--- config.mk ---
export PLATFORM = sky130hd
export DESIGN_NAME = de2_key_capture
export DESIGN_NICKNAME = d
export VERILOG_FILES = /design/src/rtl/de2_input_pkg.sv /design/src/rtl/key_debounce.sv /design/src/rtl/de2_key_capture.sv
export SDC_FILE = /design/constraint.sdc
export NUM_CORES = 1
export LEC_CHECK = 0
export ABC_AREA = 1
export CORE_ASPECT_RATIO = 0.75
export CORE_MARGIN = 3
export CORE_UTILIZATION = 45
export CTS_CLUSTER_SIZE = 16
export DETAILED_ROUTE_END_ITERATION = 8
export PLACE_DENSITY = 0.62
export SLEW_MARGIN = 25
export SYNTH_ARGS = -nofsm -noshare
export SYNTH_HDL_FRONTEND = slang
export SYNTH_SLANG_ARGS = --single-unit
--- constraint.sdc ---
create_clock -name CLK -period 1.7 [get_ports CLK]
set_clock_uncertainty 0.1 [all_clocks]
set_input_delay 0.34 -clock CLK [delete_from_list [all_inputs] [get_ports CLK]]
set_output_delay 0.34 -clock CLK [all_outputs]
set_load 0.01 [all_outputs]
--- src/rtl/de2_input_pkg.sv ---
// Shared types and defaults for the DE2 key-capture front-end.
package de2_input_pkg;

    localparam int DEBOUNCE_CYCLES_DEF = 50000;
    localparam int INSTR_W_DEF         = 16;

    typedef enum logic [2:0] {
        S_IDLE  = 3'd0,
        S_VIEW  = 3'd1,
        S_ARM   = 3'd2,
        S_START = 3'd3,
        S_WAIT  = 3'd4
    } state_t;

    typedef struct packed {
        logic start;
        logic is_view;
        logic idle_op;
        logic idle_view;
    } out_t;

    // Output pattern presented while the FSM sits in a given state.
    function automatic out_t state_outputs(input state_t s);
        out_t o;
        o.start     = 1'b0;
        o.is_view   = 1'b0;
        o.idle_op   = 1'b1;
        o.idle_view = 1'b1;
        case (s)
            S_VIEW: begin
                o.is_view   = 1'b1;
                o.idle_view = 1'b0;
            end
            S_ARM, S_WAIT: begin
                o.idle_op = 1'b0;
            end
            S_START: begin
                o.idle_op = 1'b0;
                o.start   = 1'b1;
            end
            default: begin
            end
        endcase
        return o;
    endfunction

endpackage

--- src/rtl/key_debounce.sv ---
// Two-flop synchronizer followed by a stable-sample debounce counter.
// The debounced level flips only after DEBOUNCE_CYCLES consecutive synchronized
// samples disagree with it; any agreeing sample clears the count. Press and
// release are one-cycle pulses coincident with the level change.
module key_debounce #(
    parameter int DEBOUNCE_CYCLES = 4,
    parameter bit RST_VAL         = 1'b1
) (
    input  logic i_clk,
    input  logic i_rst_n,
    input  logic i_raw,
    output logic o_level,
    output logic o_press,
    output logic o_release
);

    localparam int CNT_W = $clog2(DEBOUNCE_CYCLES + 1);
    localparam logic [CNT_W-1:0] CNT_LAST = CNT_W'(DEBOUNCE_CYCLES - 1);

    logic             r_meta;
    logic             r_sync;
    logic             r_level;
    logic             r_press;
    logic             r_release;
    logic [CNT_W-1:0] r_cnt;

    // Bring the raw input into the clock domain.
    always_ff @(posedge i_clk or negedge i_rst_n) begin
        if (!i_rst_n) begin
            r_meta <= RST_VAL;
            r_sync <= RST_VAL;
        end else begin
            r_meta <= i_raw;
            r_sync <= r_meta;
        end
    end

    // Count disagreeing samples; accept the new level on the last one.
    always_ff @(posedge i_clk or negedge i_rst_n) begin
        if (!i_rst_n) begin
            r_cnt     <= '0;
            r_level   <= RST_VAL;
            r_press   <= 1'b0;
            r_release <= 1'b0;
        end else begin
            r_press   <= 1'b0;
            r_release <= 1'b0;
            if (r_sync == r_level) begin
                r_cnt <= '0;
            end else if (r_cnt == CNT_LAST) begin
                r_cnt     <= '0;
                r_level   <= r_sync;
                r_press   <= ~r_sync;
                r_release <= r_sync;
            end else begin
                r_cnt <= r_cnt + 1'b1;
            end
        end
    end

    assign o_level   = r_level;
    assign o_press   = r_press;
    assign o_release = r_release;

endmodule

--- src/rtl/de2_key_capture.sv ---
// DE2 input front-end: debounces KEY0 (view) and KEY3 (execute), latches the
// instruction from SW on an execute press and runs the start/ready handshake.
// Optional macro DE2_GO_GATE_EN: when defined, an execute press is accepted
// only while the debounced GO switch is high; otherwise GO is ignored.
module de2_key_capture
    import de2_input_pkg::*;
#(
    parameter int DEBOUNCE_CYCLES = DEBOUNCE_CYCLES_DEF,
    parameter int INSTR_W         = INSTR_W_DEF
) (
    input  logic               CLK,
    input  logic               RST,
    input  logic               KEY0,
    input  logic               KEY3,
    input  logic               GO,
    input  logic [INSTR_W-1:0] SW,
    input  logic               ready,
    output logic               start,
    output logic [INSTR_W-1:0] instr,
    output logic               isView,
    output logic               idle_op,
    output logic               idle_view
);

    logic w_k0_level, w_k0_press, w_k0_release;
    logic w_k3_level, w_k3_press, w_k3_release;
    logic w_go_ok;

    key_debounce #(
        .DEBOUNCE_CYCLES (DEBOUNCE_CYCLES),
        .RST_VAL         (1'b1)
    ) u_key0 (
        .i_clk     (CLK),
        .i_rst_n   (RST),
        .i_raw     (KEY0),
        .o_level   (w_k0_level),
        .o_press   (w_k0_press),
        .o_release (w_k0_release)
    );

    key_debounce #(
        .DEBOUNCE_CYCLES (DEBOUNCE_CYCLES),
        .RST_VAL         (1'b1)
    ) u_key3 (
        .i_clk     (CLK),
        .i_rst_n   (RST),
        .i_raw     (KEY3),
        .o_level   (w_k3_level),
        .o_press   (w_k3_press),
        .o_release (w_k3_release)
    );

`ifdef DE2_GO_GATE_EN
    logic w_go_level;
    logic w_go_unused_press;
    logic w_go_unused_release;

    key_debounce #(
        .DEBOUNCE_CYCLES (DEBOUNCE_CYCLES),
        .RST_VAL         (1'b0)
    ) u_go (
        .i_clk     (CLK),
        .i_rst_n   (RST),
        .i_raw     (GO),
        .o_level   (w_go_level),
        .o_press   (w_go_unused_press),
        .o_release (w_go_unused_release)
    );

    assign w_go_ok = w_go_level;
`else
    logic w_unused_go;
    assign w_unused_go = GO;
    assign w_go_ok     = 1'b1;
`endif

    logic [INSTR_W-1:0] r_sw_meta;
    logic [INSTR_W-1:0] r_sw_sync;
    logic [INSTR_W-1:0] r_instr;
    state_t             r_state;
    out_t               r_out;

    // Synchronize the instruction switches before they are latched.
    always_ff @(posedge CLK or negedge RST) begin
        if (!RST) begin
            r_sw_meta <= '0;
            r_sw_sync <= '0;
        end else begin
            r_sw_meta <= SW;
            r_sw_sync <= r_sw_meta;
        end
    end

    // Control FSM; outputs are registered together with the state they belong to.
    always_ff @(posedge CLK or negedge RST) begin
        if (!RST) begin
            r_state <= S_IDLE;
            r_out   <= state_outputs(S_IDLE);
            r_instr <= '0;
        end else begin
            case (r_state)
                S_IDLE: begin
                    if (w_k3_level && w_k0_press) begin
                        r_state <= S_VIEW;
                        r_out   <= state_outputs(S_VIEW);
                    end else if (w_k0_level && w_k3_press && w_go_ok) begin
                        r_state <= S_ARM;
                        r_out   <= state_outputs(S_ARM);
                        r_instr <= r_sw_sync;
                    end
                end
                S_VIEW: begin
                    if (w_k0_release || w_k3_press) begin
                        r_state <= S_IDLE;
                        r_out   <= state_outputs(S_IDLE);
                    end
                end
                S_ARM: begin
                    if (ready) begin
                        r_state <= S_START;
                        r_out   <= state_outputs(S_START);
                    end else if (w_k3_release) begin
                        r_state <= S_IDLE;
                        r_out   <= state_outputs(S_IDLE);
                    end
                end
                S_START: begin
                    r_state <= S_WAIT;
                    r_out   <= state_outputs(S_WAIT);
                end
                S_WAIT: begin
                    // Waiting for key release keeps one press to one start.
                    if (w_k3_level && ready) begin
                        r_state <= S_IDLE;
                        r_out   <= state_outputs(S_IDLE);
                    end
                end
                default: begin
                    r_state <= S_IDLE;
                    r_out   <= state_outputs(S_IDLE);
                end
            endcase
        end
    end

    assign start     = r_out.start;
    assign isView    = r_out.is_view;
    assign idle_op   = r_out.idle_op;
    assign idle_view = r_out.idle_view;
    assign instr     = r_instr;

endmodule

Word level (Yosys, flattened, before mapping). Cells that the tools add are included.

Output and inout bits: 20. Bits in registers: 97. Logic and storage cells: 74.

Eq/ne operators: 12. Reduce and logical (&&, ||, !) cells: 9. Muxes and demuxes: 26. Add/subtract/negate cells: 2. Bitwise operators: 5.

Operators with widths (count): 16-bit two-way mux (4); 16-bit by 1-bit adder with 16-bit output, second input constant (2); 16-bit equality test, second input constant (2); 4-bit two-way mux (6); 4-bit case mux with 5 select lines (1); 3-bit two-way mux (6); 3-bit case mux with 5 select lines (1); 1-bit two-way mux (8); 3-bit by 2-bit equality test with 1-bit output, second input constant (2); 1-bit inverter (5); 2-bit != test, second input constant (2); 2-bit AND reduction (2); 4-bit AND reduction (1); 3-bit by 1-bit equality test with 1-bit output, second input constant (1); 3-bit equality test, second input constant (1); 1-bit logical AND (3); 3-bit zero test (1); 3-bit by 2-bit != test with 1-bit output, second input constant (1); 3-bit != test, second input constant (1); 3-bit AND reduction (1); 1-bit equality test (2); 1-bit logical OR (1).

Logic depth before layout (Yosys ltp).
Depth in word-level cells: 4. Depth in mapped cells: 8. Depth with buffers taken out: 8.

By module. From an unflattened synthesis, not the netlist that was laid out.

Cells, all modules: 415. Area total of the unflattened synthesis: 4152.7 sq um.

Modules (own cells, without submodules): key_debounce (seq. area each 529.3 sq um, area each 1108.6 sq um, instances 2, cells an instance 130); de2_key_capture (seq. area each 1378.8 sq um, area each 1935.6 sq um, instances 1, cells an instance 155).

Least setup slack after synthesis. Ideal clock, no wire load.

Path type: reg2reg. Start point: reg u_key3.r_cnt[0]. End point: reg u_key3.r_cnt[5]. Slack: 279 ps. Cell stages (with the launch flop): 9. Data required time: 1481 ps. Arrival time: 1202 ps. Path buffers: 0. Cell sequence: dfrtp_1 -> ha_1 -> inv_1 -> nor2_4 -> inv_2 -> nor2_2 -> nand2_2 -> nand2_4 -> nor2_1.

Longest elaborated chain between the ends: 3. Elaborated cells between the ends (all ways): 4.

Ends and longest elaborated chain: start, declared (RTL line key_debounce.sv:25) `logic [CNT_W-1:0] r_cnt;`; start signal, assigned (RTL line key_debounce.sv:56) `r_cnt <= r_cnt + 1'b1;`; 16-bit by 1-bit adder with 16-bit output or 16-bit equality test (tied branches) (RTL line key_debounce.sv:56, key_debounce.sv:50); 16-bit two-way mux * (RTL line key_debounce.sv:50) `end else if (r_cnt == CNT_LAST) begin`; 16-bit two-way mux * (RTL line key_debounce.sv:48) `if (r_sync == r_level) begin`.

Every way passes the cells marked *; elsewhere a longest branch is shown, timed or not. A chain may end at the register's enable or synchronous reset.

Worst setup path after layout.
Start point: reg r_instr[11], in the netlist instr[11]. End point: out instr[11].

RTL lines: start, declared (RTL line de2_key_capture.sv:79) `logic [INSTR_W-1:0] r_instr;`; start signal, assigned (RTL line de2_key_capture.sv:109) `r_instr <= r_sw_sync;`; end, declared (RTL line de2_key_capture.sv:19) `output logic [INSTR_W-1:0] instr,`.

No word-level cell between the ends.

==> qor.csv <==
stage;metric;value;unit
route;drt first pass iters;4;
flow_run;max-cap viol count;0;
critical_path;Crit path max-delay family;buffers and inverters;
synth;Yosys warning count;0;
global_routing;first-pass GRT wire length;12700;um
power_and_ir_drop;Int Power;3740;uW
route;DR DRC count;0;
power_and_ir_drop;peak supply drop;588;uV
critical_path;Crit path largest cell delay;0.53;ns
cells_and_area;area delta synth->final;23.0;%
floorplan;Initial Utilization;47.2;%
synth;Synth Flop Type;dfrtp_1;
critical_path;cell with the largest stage delay on the worst path;clkdlybuf4s50_1;
synth;cell taking the most area after synthesis;dfrtp_1;
sta;Final Cycle Share;97.2;%
global_routing;number of global-route vias before repair;2631;
synth;post-synthesis average cell area;9.46;um2
critical_path;CP bufs+invs;1;
synth;top cells by count, synth;nand2_1 (96), dfrtp_1 (89), nor2_1 (65);
placed_design;HPWL after DPL;4990;um
synth;Post-Synth Simple-Gate Area;24.1;%
clocking;Sink Count;97;
floorplan;number of I/O pins;42;
floorplan;die area;0.0102;mm2
synth;most common cell in the synthesized netlist;nand2_1;
sta;Slew headroom;74.0;%
critical_path;CP cell instances;clkdlybuf4s50_1;
cells_and_area;Finished Layout Cells;595;
power_and_ir_drop;Cell Pwr Density;941;mW/mm2
power_and_ir_drop;switching power;956;uW
cells_and_area;share of layout cells above drive strength 1;14.6;%
synth;Mapped Nets;453;
synth;Compound-Gate Fraction of Synth Area;6.07;%
synth;largest family of logic cells by synthesized area;simple AND/OR/NAND/NOR gates;
clocking;Setup Fix Bufs, Post-CTS;0;
placed_design;Buffers on Ports;40;
power_and_ir_drop;total chip power;4700;uW
placed_design;dpl cells;577;
critical_path;peak fanout along the critical path;2;
critical_path;crit path capture type;output pin;
power_and_ir_drop;switch share;20.4;%
route;Vias/cell;4.69;
global_routing;Tot GR Track Use;16.4;%
synth;share of the synthesized area in the top cell type;54.9;%
route;routed via count;2788;
critical_path;CP arrival;1.21;ns
synth;EDFF count, synth;0;
sta;fin. max-slew vios;0;
clocking;CTS clock-pin slew for the worst setup and hold paths;0.07;ns
placed_design;GPL Wtd Cong;0.868;
global_routing;total congestion overflow;0;
clocking;CTS tree;yes;
sta;worst slew pin tran;0.389;ns
power_and_ir_drop;part of the power in combinational logic;3.6;%
power_and_ir_drop;Pleak;0.00256;uW
route;Starting DRT DRC Count;147;
synth;XOR/XNOR Fraction of Synth Area;2.59;%
clocking;Num CTS Buffers;9;
synth;Synth Area in Adders;0.617;%
floorplan;die width;116;um
cells_and_area;final instance area;0.00499;mm2
clocking;H-Tree Depth;3;
route;WL final;7430;um
synth;Mapped Cells;429;
synth;Post-Syn Area;0.00406;mm2
clocking;maximum buffer depth of the clock tree;2;
floorplan;Chip Height;88.3;um
status;status;finished clean;
synth;Yosys cell types;30;
critical_path;Worst EP required;1.26;ns
clocking;worst-skew pair later-pin latency;0.34;ns
sta;Max Clock Freq;605;MHz
route;post-detailed-route wirelength per cell;12.5;um
cells_and_area;ANT cells;0;
synth;Synth Register Bits;97;
hold_path;worst hold path class;register to register;
global_routing;initial antenna violation count;0;
critical_path;Worst Setup Path Type;register to output pin;
sta;final number of setup-violating endpoints;0;
clocking;Root Buffer;clkbuf_16;
sta;RSZ-0062 raised after global routing;false;
synth;ys async rst share;100;%
synth;mux share of post-synthesis cell area;0;%
floorplan;row cnt;29;
synth;ranking of synthesized cells by area;dfrtp_1 (55%), nand2_1 (8.9%), nor2_1 (6.0%);
power_and_ir_drop;part of the power in the clock network;45.6;%
placed_design;Cell Area, Placed;0.00461;mm2
global_routing;largest net degree at the start of global routing;43;
sta;Fin. Hold Viols;0;
synth;register area share after synthesis;60.0;%
critical_path;Worst setup SP type;register;
floorplan;CORE AREA;0.00860;mm2
sta;Tmin final;1.65;ns
route;post-route ant nets;0;
cells_and_area;layout net count;506;
power_and_ir_drop;sequential power share;50.9;%
[flip-flops by register name, indices dropped and copies added, names as in the netlist, 3 cells and up]
signal        flops
instr            16
r_sw_meta        16
r_sw_sync        16
u_key0.r_cnt     16
u_key3.r_cnt     16
r_state           3
[cell type report]
class	count	area, um2
Fill cell	768	3610
Sequential cell	97	2440
Multi-Input combinational cell	268	1380
Timing Repair Buffer	44	484
Inverter	62	234
Clock buffer	11	233
Tap cell	108	135
Clock inverter	5	86.3
[cell usage in the layout, fill, tap and decap left out, types with 3 or more instances in the layout]
cell / n
o21bai_1: 3
xor2_1: 7
dlymetal6s2s_1: 14
nor2_1: 65
nor3_1: 4
nand4_1: 3
nor2_2: 5
o21ai_2: 17
nand2_1: 96
clkdlybuf4s50_1: 20
dlygate4sd2_1: 5
xnor2_1: 5
dfstp_2: 8
inv_1: 58
nand3_1: 26
dfrtp_1: 89
nand2_2: 5
nor2_4: 4
clkbuf_16: 9
o21ai_0: 8
a21oi_1: 5
[power by group through the flow]
stage | clock [uW] | sequential, uW | combinational (uW)
2_1_floorplan | 0 | 2430 | 55.2
3_3_place_gp | 0 | 2430 | 168
3_5_place_dp | 0 | 2430 | 169
4_1_cts | 2230 | 2390 | 172
5_1_grt | 2310 | 2400 | 192
6_report | 2140 | 2390 | 168
[repair_timing]
action,CTS,global route
hold endpoints to repair,22,0
gates resized for setup,6,16
gates cloned,1,0
hold buffers,1,0
setup endpoints to repair,21,22
[path summary, 6_finish.rpt]
| check | startpoint | endpoint | slack (ns) | depth (start not counted) |
|---|---|---|---|---|
| hold / removal | r_sw_meta[6]$_DFF_PN0_ | r_sw_sync[6]$_DFF_PN0_ | 0.25 | 0 |
| min in group asynchronous | RST | r_sw_meta[15]$_DFF_PN0_ | 0.36 | 2 |
| setup / recovery | instr[11]$_DFFE_PN0P_ | instr[11] | 0.05 | 1 |
| hold reg to reg | r_sw_meta[6]$_DFF_PN0_ | r_sw_sync[6]$_DFF_PN0_ | 0.25 | 0 |
| setup reg to reg | u_key3.o_level$_DFFE_PN1P_ | idle_op$_DFFE_PN1P_ | 0.13 | 6 |
| max in group asynchronous | RST | u_key3.o_level$_DFFE_PN1P_ | 0.59 | 3 |
[metal layers]
| layer | vias to the layer above | GRT usage [%] | share of wire (%) |
|---|---|---|---|
| li1 | 1436 | - | - |
| met1 | 1287 | 24.7 | 53 |
| met2 | 56 | 22.3 | 41 |
| met3 | 9 | 5.60 | 5.0 |
| met4 | 0 | 5.37 | 1.4 |
| met5 | - | 0 | 0 |
[metrics by stage]
| step | hold slack (ns) | TNS (ns) | utilization (%) | setup WS, ns |
|---|---|---|---|---|
| global placement | 0.166 | -0.0846 | 53.6 | -0.0114 |
| finish | 0.248 | 0 | 58.1 | 0.0479 |
| CTS | 0.249 | 0 | 57.6 | 0.00223 |
| floorplan | -0.0556 | 0 | - | 0.279 |
| global route | 0.255 | 0 | 58.1 | 0.00222 |
| detailed placement | 0.170 | -0.498 | 53.6 | -0.0484 |
[cells by family after synthesis]
logic type	count (synthesis)
AO/OA/AOI/OAI	35
flip-flops	97
buffers and inverters	65
adder cells (fa/ha/maj)	2
XOR/XNOR	12
AND/OR/NAND/NOR	218
Note: power is estimated with default switching activity, not from simulation.
